==> src/rtl/alu_op_sequencer.sv <==
// Initiator side of the ALU interface: it accepts one op at a time and holds the operands for the op's latency.
// It captures the ALU result into the Z register pair and pulses done, with err set when the op code is illegal.
module alu_op_sequencer #(
  parameter int OP_MIN   = 3,
  parameter int OP_MAX   = 17,
  parameter int MUL_OP   = 14,
  parameter int DIV_OP   = 15,
  parameter int MUL_WAIT = 4,
  parameter int DIV_WAIT = 8
) (
  input  logic        Clock,
  input  logic        clear,
  input  logic        req_valid,
  output logic        req_ready,
  input  logic [5:0]  req_op,
  input  logic [31:0] req_a,
  input  logic [31:0] req_b,
  output logic [31:0] alu_A,
  output logic [31:0] alu_B,
  output logic [5:0]  alu_ctl,
  input  logic [31:0] alu_Zhigh,
  input  logic [31:0] alu_Zlow,
  output logic [31:0] Zhigh_reg,
  output logic [31:0] Zlow_reg,
  output logic        busy,
  output logic        done,
  output logic        err
);

  localparam int MAXW = (MUL_WAIT > DIV_WAIT) ? MUL_WAIT : DIV_WAIT;
  localparam int CW   = (MAXW < 2) ? 1 : $clog2(MAXW + 1);

  localparam logic [1:0] S_IDLE = 2'd0;
  localparam logic [1:0] S_EXEC = 2'd1;
  localparam logic [1:0] S_DONE = 2'd2;

  localparam logic [5:0] OP_MIN_C = 6'(OP_MIN);
  localparam logic [5:0] OP_MAX_C = 6'(OP_MAX);
  localparam logic [5:0] MUL_OP_C = 6'(MUL_OP);
  localparam logic [5:0] DIV_OP_C = 6'(DIV_OP);

  logic [1:0]    state_q, state_d;
  logic [CW-1:0] cnt_q, cnt_d;
  logic [5:0]    op_q, op_d;
  logic [31:0]   a_q, a_d, b_q, b_d;
  logic [31:0]   zh_q, zh_d, zl_q, zl_d;
  logic          err_q, err_d;
  logic          legal;

  assign legal = (req_op >= OP_MIN_C) && (req_op <= OP_MAX_C);

  always_comb begin
    state_d = state_q;
    cnt_d   = cnt_q;
    op_d    = op_q;
    a_d     = a_q;
    b_d     = b_q;
    zh_d    = zh_q;
    zl_d    = zl_q;
    err_d   = err_q;
    case (state_q)
      S_IDLE: begin
        if (req_valid) begin
          op_d = req_op;
          a_d  = req_a;
          b_d  = req_b;
          if (legal) begin
            state_d = S_EXEC;
            if (req_op == MUL_OP_C)      cnt_d = CW'(MUL_WAIT);
            else if (req_op == DIV_OP_C) cnt_d = CW'(DIV_WAIT);
            else                         cnt_d = CW'(1);
          end else begin
            // Illegal codes never reach the ALU; the Z regs are left untouched.
            state_d = S_DONE;
            err_d   = 1'b1;
          end
        end
      end
      S_EXEC: begin
        cnt_d = cnt_q - CW'(1);
        if (cnt_q == CW'(1)) begin
          zh_d    = alu_Zhigh;
          zl_d    = alu_Zlow;
          state_d = S_DONE;
        end
      end
      S_DONE: begin
        state_d = S_IDLE;
        err_d   = 1'b0;
      end
      default: state_d = S_IDLE;
    endcase
  end

  always_ff @(posedge Clock or posedge clear) begin
    if (clear) begin
      state_q <= S_IDLE;
      cnt_q   <= '0;
      op_q    <= '0;
      a_q     <= '0;
      b_q     <= '0;
      zh_q    <= '0;
      zl_q    <= '0;
      err_q   <= 1'b0;
    end else begin
      state_q <= state_d;
      cnt_q   <= cnt_d;
      op_q    <= op_d;
      a_q     <= a_d;
      b_q     <= b_d;
      zh_q    <= zh_d;
      zl_q    <= zl_d;
      err_q   <= err_d;
    end
  end

  // Operands stay on the ALU inputs between ops; only the control code is gated to EXEC.
  assign alu_A     = a_q;
  assign alu_B     = b_q;
  assign alu_ctl   = (state_q == S_EXEC) ? op_q : 6'd0;
  assign req_ready = (state_q == S_IDLE);
  assign busy      = (state_q == S_EXEC) || (state_q == S_DONE);
  assign done      = (state_q == S_DONE);
  assign err       = err_q;
  assign Zhigh_reg = zh_q;
  assign Zlow_reg  = zl_q;

endmodule

==> config.mk <==
export PLATFORM = sky130hd
export DESIGN_NAME = alu_op_sequencer
export DESIGN_NICKNAME = d
export VERILOG_FILES = /design/src/rtl/alu_op_sequencer.sv
export SDC_FILE = /design/constraint.sdc
export NUM_CORES = 1
export LEC_CHECK = 0
export CAP_MARGIN = 25
export CORE_UTILIZATION = 44
export CTS_CLUSTER_SIZE = 12
export DETAILED_ROUTE_END_ITERATION = 8
export HOLD_SLACK_MARGIN = 0.03
export PLACE_DENSITY = 0.86
export SYNTH_ARGS = -nofsm -noshare
export SYNTH_HDL_FRONTEND = slang
export SYNTH_SLANG_ARGS = --single-unit
==> constraint.sdc <==
create_clock -name Clock -period 8.3 [get_ports Clock]
set_input_delay 2.49 -clock Clock [delete_from_list [all_inputs] [get_ports Clock]]
set_output_delay 2.49 -clock Clock [all_outputs]
set_load 0.01 [all_outputs]
==> reports/summary.md, run 1 <==
- 4,359 — via count of the first global-routing pass
- 116 um — height of the die
- 4 — CTS H-tree depth
- 3,899 — total via count after detailed routing
- 0.217 — relative contribution of the clock network to total power
- 14.3 mm — final wirelength
- 0.622 — fraction of the yosys area taken by sequential cells
- sky130_fd_sc_hd__dfrtp_1, sky130_fd_sc_hd__mux2_2, sky130_fd_sc_hd__mux2_4 — Post-synth top cells
- 1.00 — FFs w/ async S/R, synth
- 0.0126 mm^2 — core area
- 17 — clock buffers created by TritonCTS
- 0 — xor and xnor fraction of the mapped netlist area
- 0.989 mW — sw power
- op_q[1] — Min-Delay Endpoint
- 0.0133 mm^2 — Die ar.
- 274 — number of buffer cells added on primary ports
- 5.81 ns — worst path required time
- 0.00353 mm^2 — FF+latch area
- 0 — overflow left after global routing
- 824 — number of filler instances in the final layout
- 0 — endpoints failing hold
- 0 — Setup Viol. Count Final
- 35 — number of unique standard cell types used by synthesis
- complete, no violations — run status
- 770 — Nets
- 0.290 — multiplexer share of the synthesized area
- 5.84 ns — register-to-register setup slack
- 0.552 — portion of the clock cycle consumed by the worst path in the final layout
- 0.287 — Net Sw Frac
- 0.622 — post-synth top area share
- 0 — yosys synthesis warning count
- flip-flop to output port — startpoint-to-endpoint class of the critical path
- 218 MHz — fmax
- sky130_fd_sc_hd__dfrtp_1 — most used standard cell by instance count after synthesis
- 0.720 — Routability Congestion
- 275 — num ports
- sky130_fd_sc_hd__dfrtp_1 — ys flop type
- false — setup repair after global routing missed its margin
- state_q[1] — startpoint of the worst register-to-register path
- 0.05 ns — clock slew seen by the registers of the worst setup and hold paths
- 141 — Sink Count
- 4.58 ns — shortest clock period the worst path allows after layout
- op_q[1] — hold_sp
- 0.41 ns — insertion delay of the later-clocked pin in the worst-skew pair
- 22.3 mm — global-route wire length before repair
- 0.222 mV — Peak supply drop
- 1 — hold path depth
- 0 — number of enable-type register cells in the synthesized netlist
- multiplexers — dominant combinational cell family by area after synthesis
- 17.6 um — wire per inst
- 4.80 — number of vias per cell
- 41 — count of standard-cell rows
- 345 — number of cells produced by synthesis
- 2.09 ns — arrival time of data at the critical path endpoint
- 0 — number of diodes added for antenna fixing
- 487 — net count after synthesis
- 0.432 — fraction of power consumed by combinational cells
- 0.407 — worst max-slew margin expressed relative to the limit
- done — CTS tree
- 16.4 um^2 — average instance area after synthesis
- sky130_fd_sc_hd__dfrtp_1 — cell accounting for the most synthesized area
- 0 — post-CTS setup buffer count
- 0.889 ns — actual slew at the worst max-slew pin
- 13 — maximum fanout along the worst path
- 141 — flop and latch count out of synthesis
- sky130_fd_sc_hd__clkbuf_16 — Root Driver
- 6 — worst reg2reg path depth
- 61.4% — signed area change from the synthesized netlist to the final layout
- 0.00201 mm^2 — combined area of the multi-input logic cells
- Zlow_reg[19] — FF-to-FF End
- 0.451 — starting utilization of the core area
- 0.0285 — Synth Area in Compound Gates
- flip-flop — CP startpoint kind
- 0.00439 ns — post-route clock skew
- flip-flop to flip-flop — path class of the lowest-slack min-delay path
- 0.272 — share of layout cells above drive strength 1
- 4 — Pre-Repair DR Iteration Count
- 0 — drt drc
- 0.0245 — area share of and/or/nand/nor cells after synthesis
- 74 — largest net degree at the start of global routing
- 0 — Final ANT Viol Nets
- 10.5 mm — half-perimeter wire length after detailed placement
- 0 — count of cells resized by post-cts repair
- 0 — max cap viols
- 3.89 nW — static power due to leakage
- 126 — DRT iter0 DRCs
- inv_1 > ha_1 > and2_1 > clkdlybuf4s50_1 — worst path cell trace
- sky130_fd_sc_hd__dfrtp_1, sky130_fd_sc_hd__mux2_2, sky130_fd_sc_hd__mux2_4 — top area cells in the synthesized netlist
- 0.500 ns — Hold Slack
- 0 — Pins Over Slew Limit
- 0.0110 — adder-cell share of the synthesized area
- 2.46 mW — Int Power
- 0 — number of antenna violations at the first check in global routing
- 0 ns — setup total negative slack
- sky130_fd_sc_hd__clkdlybuf4s50_1 — highest-delay cell along the critical path
- 0.223 — GRT Overall Usage
- 377 mW/mm^2 — power per standard cell area
- 0.351 — relative contribution of sequential cells to total power
- 0 — total of hold buffers inserted after clock tree synthesis
- 0.00567 mm^2 — mapped cell area
- output port — element type at the critical path end
- 0.56 ns — worst stage delay on the critical path
- 116 um — die width
- 2 — worst-case clock buffer depth
[metal layers]
metal	track usage	up-vias	wire, um
li1	-	1788	-
met1	0.247	1908	5390
met2	0.387	179	7260
met3	0.0800	24	1340
met4	0.0961	0	334
met5	0	-	0
[placed cells by master, fill, tap and decap left out, drive strengths merged]
| cell type | netlist | final |
|---|---|---|
| nor2 | 4 | 4 |
| a22oi | 1 | 1 |
| ha | 5 | 5 |
| dfrtp | 141 | 141 |
| nor3 | 2 | 2 |
| o2bb2ai | 1 | 1 |
| o21ai | 1 | 1 |
| o31a | 1 | 1 |
| nor4 | 2 | 2 |
| a32oi | 2 | 2 |
| mux2 | 135 | 135 |
| a2111oi | 1 | 1 |
| a221oi | 1 | 1 |
| o22ai | 1 | 1 |
| o211ai | 1 | 1 |
| buf | 7 | 4 |
| o22a | 1 | 1 |
| clkinv | 0 | 5 |
| or2b | 1 | 1 |
| and4 | 1 | 1 |
| o41ai | 2 | 2 |
| bufinv | 0 | 3 |
| nand4 | 2 | 2 |
| and2 | 7 | 7 |
| clkbuf | 7 | 23 |
| nand2 | 2 | 2 |
| inv | 10 | 10 |
| mux2i | 1 | 1 |
| a22o | 1 | 1 |
| clkdlybuf4s50 | 0 | 274 |
| o31ai | 2 | 2 |
| a21o | 1 | 1 |
| a21oi | 1 | 1 |
[layout make-up]
class | count | share of cell area
Multi-Input combinational cell | 180 | 0.219
Inverter | 10 | 0.00465
Tap cell | 172 | 0.0235
Clock inverter | 8 | 0.0126
Timing Repair Buffer | 278 | 0.303
Clock buffer | 23 | 0.0511
Sequential cell | 141 | 0.386
[cells by family after synthesis]
kind of cell | Yosys count
adders and majority gates | 5
DFF | 141
buffers and inverters | 24
AOI/OAI and AO/OA | 18
and+or+nand+nor | 21
muxes | 136
[through the flow]
| step | util | setup slack, ns | power, mW | instance area [um^2] | cells |
|---|---|---|---|---|---|
| 2_1_floorplan | - | 2.03 | 1.86 | 5670 | 345 |
| 5_1_grt | 0.728 | 3.57 | 3.63 | 9150 | 812 |
| 3_5_place_dp | 0.682 | 3.71 | 2.71 | 8570 | 781 |
| 4_1_cts | 0.728 | 3.71 | 3.48 | 9150 | 812 |
| 3_3_place_gp | 0.682 | 3.82 | 2.65 | 8570 | 781 |
| 6_report | 0.728 | 3.72 | 3.45 | 9150 | 812 |
[worst max path at each step]
stage,startpoint,end,slack (ns),depth (start not counted)
after detailed placement,req_valid,alu_A[5],3.71,4
after floorplan,clear,Zhigh_reg[0],2.03,1
after global routing,state_q[1],alu_ctl[2],3.57,4
after CTS,state_q[1],alu_ctl[5],3.71,4
after global placement,req_valid,alu_B[18],3.82,4
final,state_q[1],alu_ctl[5],3.72,4
[critical path, delay by kind of cell, from the launching register on]
kind | cells | cell delay (ns)
fa+ha+maj | 1 | 0.44
simple gates | 1 | 0.20
flops | 1 | 0.38
buf+inv | 2 | 0.67
[power by group through the flow]
stage                     sequential (mW)  combinational, mW  clock (mW)
final                                1.21               1.49       0.749
after global routing                 1.25               1.59       0.792
after CTS                            1.21               1.51       0.761
after detailed placement             1.22               1.50           0
after global placement               1.19               1.46           0
after floorplan                      1.34              0.520           0
Power figures use the tool's default switching activity.
==> inputs of run 2 (changes only) <==
CORE_UTILIZATION = 37   (was 44)
PLACE_DENSITY = 0.77   (was 0.86)
clock period = 4 ns   (was 8.3 ns; I/O delays follow)
==> run 2 against run 1 <==
Net effect: clock skew increased by 0.0046 ns; highest routed layer unchanged; global-route usage decreased by 3.6 points; final area increased by 1.4%; register-to-register slack got worse by 4.2 ns.
==> reports/summary.md, run 2 (same netlist as run 1, synthesis figures left out) <==
- 0 — Pins Over Slew Limit, unchanged
- 3,997 — total via count after detailed routing, was 3,899
- complete, no violations — run status, unchanged
- 0.0148 mm^2 — core area, was 0.0126 mm^2
- 2 — worst-case clock buffer depth, unchanged
- 44 — count of standard-cell rows, was 41
- 3.29 ns — shortest clock period the worst path allows after layout
- 126 um — die width, was 116 um
- 22.6 mm — global-route wire length before repair, was 22.3 mm
- 2.05 mW — sw power, was 0.989 mW
- flip-flop — CP startpoint kind, unchanged
- output port — element type at the critical path end, unchanged
- 0 — total of hold buffers inserted after clock tree synthesis, unchanged
- done — CTS tree, unchanged
- 4 — CTS H-tree depth, unchanged
- 3.94 nW — static power due to leakage, was 3.89 nW
- 783 mW/mm^2 — power per standard cell area, was 377 mW/mm^2
- 2.80 ns — worst path required time, was 5.81 ns
- 63.6% — signed area change from the synthesized netlist to the final layout, was 61.4%
- 0 — overflow left after global routing, unchanged
- sky130_fd_sc_hd__clkdlybuf4s50_1, sky130_fd_sc_hd__dfrtp_1, sky130_fd_sc_hd__mux2_2, sky130_fd_sc_hd__mux2_4, sky130_fd_sc_hd__clkbuf_16 — commonest cells after routing, fill and taps aside, unchanged
- 274 — number of buffer cells added on primary ports, unchanged
- 0.54 ns — worst stage delay on the critical path, was 0.56 ns
- 0 ns — setup total negative slack, unchanged
- 13 — maximum fanout along the worst path, unchanged
- sky130_fd_sc_hd__clkbuf_16 — Root Driver, unchanged
- 0 — number of antenna violations at the first check in global routing, unchanged
- 0.00897 ns — post-route clock skew, was 0.00439 ns
- 0 — number of diodes added for antenna fixing, unchanged
- 0 — post-CTS setup buffer count, unchanged
- 771 — Nets, was 770
- 14.0 mm — final wirelength, was 14.3 mm
- 0 — max cap viols, unchanged
- 0.384 — starting utilization of the core area, was 0.451
- 0.186 — GRT Overall Usage, was 0.223
- 0.823 ns — actual slew at the worst max-slew pin, was 0.889 ns
- false — setup repair after global routing missed its margin, unchanged
- 5.21 mW — Int Power, was 2.46 mW
- 0.41 ns — insertion delay of the later-clocked pin in the worst-skew pair, about the same
- 0 — count of cells resized by post-cts repair, unchanged
- flip-flop to flip-flop — path class of the lowest-slack min-delay path, unchanged
- 4.84 — number of vias per cell, was 4.80
- 0.279 — share of layout cells above drive strength 1, was 0.272
- 0.232 — relative contribution of the clock network to total power, was 0.217
- 0.424 — fraction of power consumed by combinational cells, was 0.432
- 4 — Pre-Repair DR Iteration Count, unchanged
- 141 — Sink Count, unchanged
- 0.450 — worst max-slew margin expressed relative to the limit, was 0.407
- inv_1 > ha_1 > and2_1 > clkdlybuf4s50_1 — worst path cell trace, unchanged
- 10.4 mm — half-perimeter wire length after detailed placement, was 10.5 mm
- 275 — num ports, unchanged
- 0.501 ns — Hold Slack, was 0.500 ns
- 2.09 ns — arrival time of data at the critical path endpoint, about the same
- 304 MHz — fmax
- 0 — endpoints failing hold, unchanged
- 0 — Final ANT Viol Nets, unchanged
- 0.282 — Net Sw Frac, was 0.287
- 0.0158 mm^2 — Die ar., was 0.0133 mm^2
- sky130_fd_sc_hd__clkdlybuf4s50_1 — highest-delay cell along the critical path, unchanged
- flip-flop to output port — startpoint-to-endpoint class of the critical path, unchanged
- 0.344 — relative contribution of sequential cells to total power, was 0.351
- 17.0 um — wire per inst, was 17.6 um
- 0.822 — portion of the clock cycle consumed by the worst path in the final layout
- 146 — DRT iter0 DRCs, was 126
- 0.422 mV — Peak supply drop, was 0.222 mV
- 126 um — height of the die, was 116 um
- 17 — clock buffers created by TritonCTS, unchanged
- 0 — Setup Viol. Count Final, unchanged
- 0.785 — Routability Congestion, was 0.720
- 4,208 — via count of the first global-routing pass, was 4,359
- sky130_fd_sc_hd__clkdlybuf4s50_1 — commonest non-fill, non-tap cell in the layout, unchanged
- 0.06 ns — clock slew seen by the registers of the worst setup and hold paths, was 0.05 ns
- 65 — largest net degree at the start of global routing, was 74
- 0 — drt drc, unchanged
run 2: worst paths after layout:
| kind | start | endpoint | slack, ns | depth (start not counted) |
|---|---|---|---|---|
| setup / recovery | state_q[1] | alu_ctl[0] | 0.71 | 4 |
| hold / removal | alu_A[10] | alu_A[10] | 0.50 | 1 |
| setup reg to reg | state_q[1] | Zlow_reg[3] | 1.64 | 6 |
| hold reg to reg | alu_A[10] | alu_A[10] | 0.50 | 1 |
| max in group asynchronous | clear | alu_B[8] | 1.91 | 3 |
| min in group asynchronous | clear | Zlow_reg[22] | 1.29 | 2 |
run 2: final cells by class:
cell class | instances | area, um^2
Fill cell | 1097 | 5480
Sequential cell | 141 | 3530
Timing Repair Buffer | 279 | 2820
Multi-Input combinational cell | 180 | 2010
Clock buffer | 22 | 484
Tap cell | 184 | 230
Clock inverter | 10 | 160
Inverter | 10 | 41.3
run 2: power groups by stage:
stage / Combinational, mW / Clock, mW / Sequential (mW)
6_report: 3.08 / 1.69 / 2.50
3_3_place_gp: 3.04 / 0 / 2.48
4_1_cts: 3.13 / 1.73 / 2.51
5_1_grt: 3.27 / 1.80 / 2.59
3_5_place_dp: 3.11 / 0 / 2.52
2_1_floorplan: 1.08 / 0 / 2.79
run 2: critical path: cells and delay by family (launching register included):
| kind | cells | cell delay [ns] |
|---|---|---|
| and+or+nand+nor | 1 | 0.21 |
| DFF | 1 | 0.38 |
| adders and majority gates | 1 | 0.43 |
| buffers and inverters | 2 | 0.65 |
run 2: metrics by stage:
step	utilization	std cells	setup slack [ns]	power [mW]	cell area (um^2)
final	0.629	826	0.714	7.26	9280
after global routing	0.629	826	0.566	7.67	9280
after CTS	0.629	826	0.667	7.36	9280
after detailed placement	0.585	794	0.809	5.63	8630
after global placement	0.585	794	0.906	5.52	8630
after floorplan	-	345	1.04	3.87	5670
run 2: per-layer routing:
metal,GRT usage,share of wire,wire length [um],vias up
met2,0.303,0.49,6830,186
li1,-,-,-,1804
met1,0.217,0.40,5540,1989
met3,0.0862,0.10,1430,18
met4,0.0659,0.015,213,0
met5,0,0,0,-
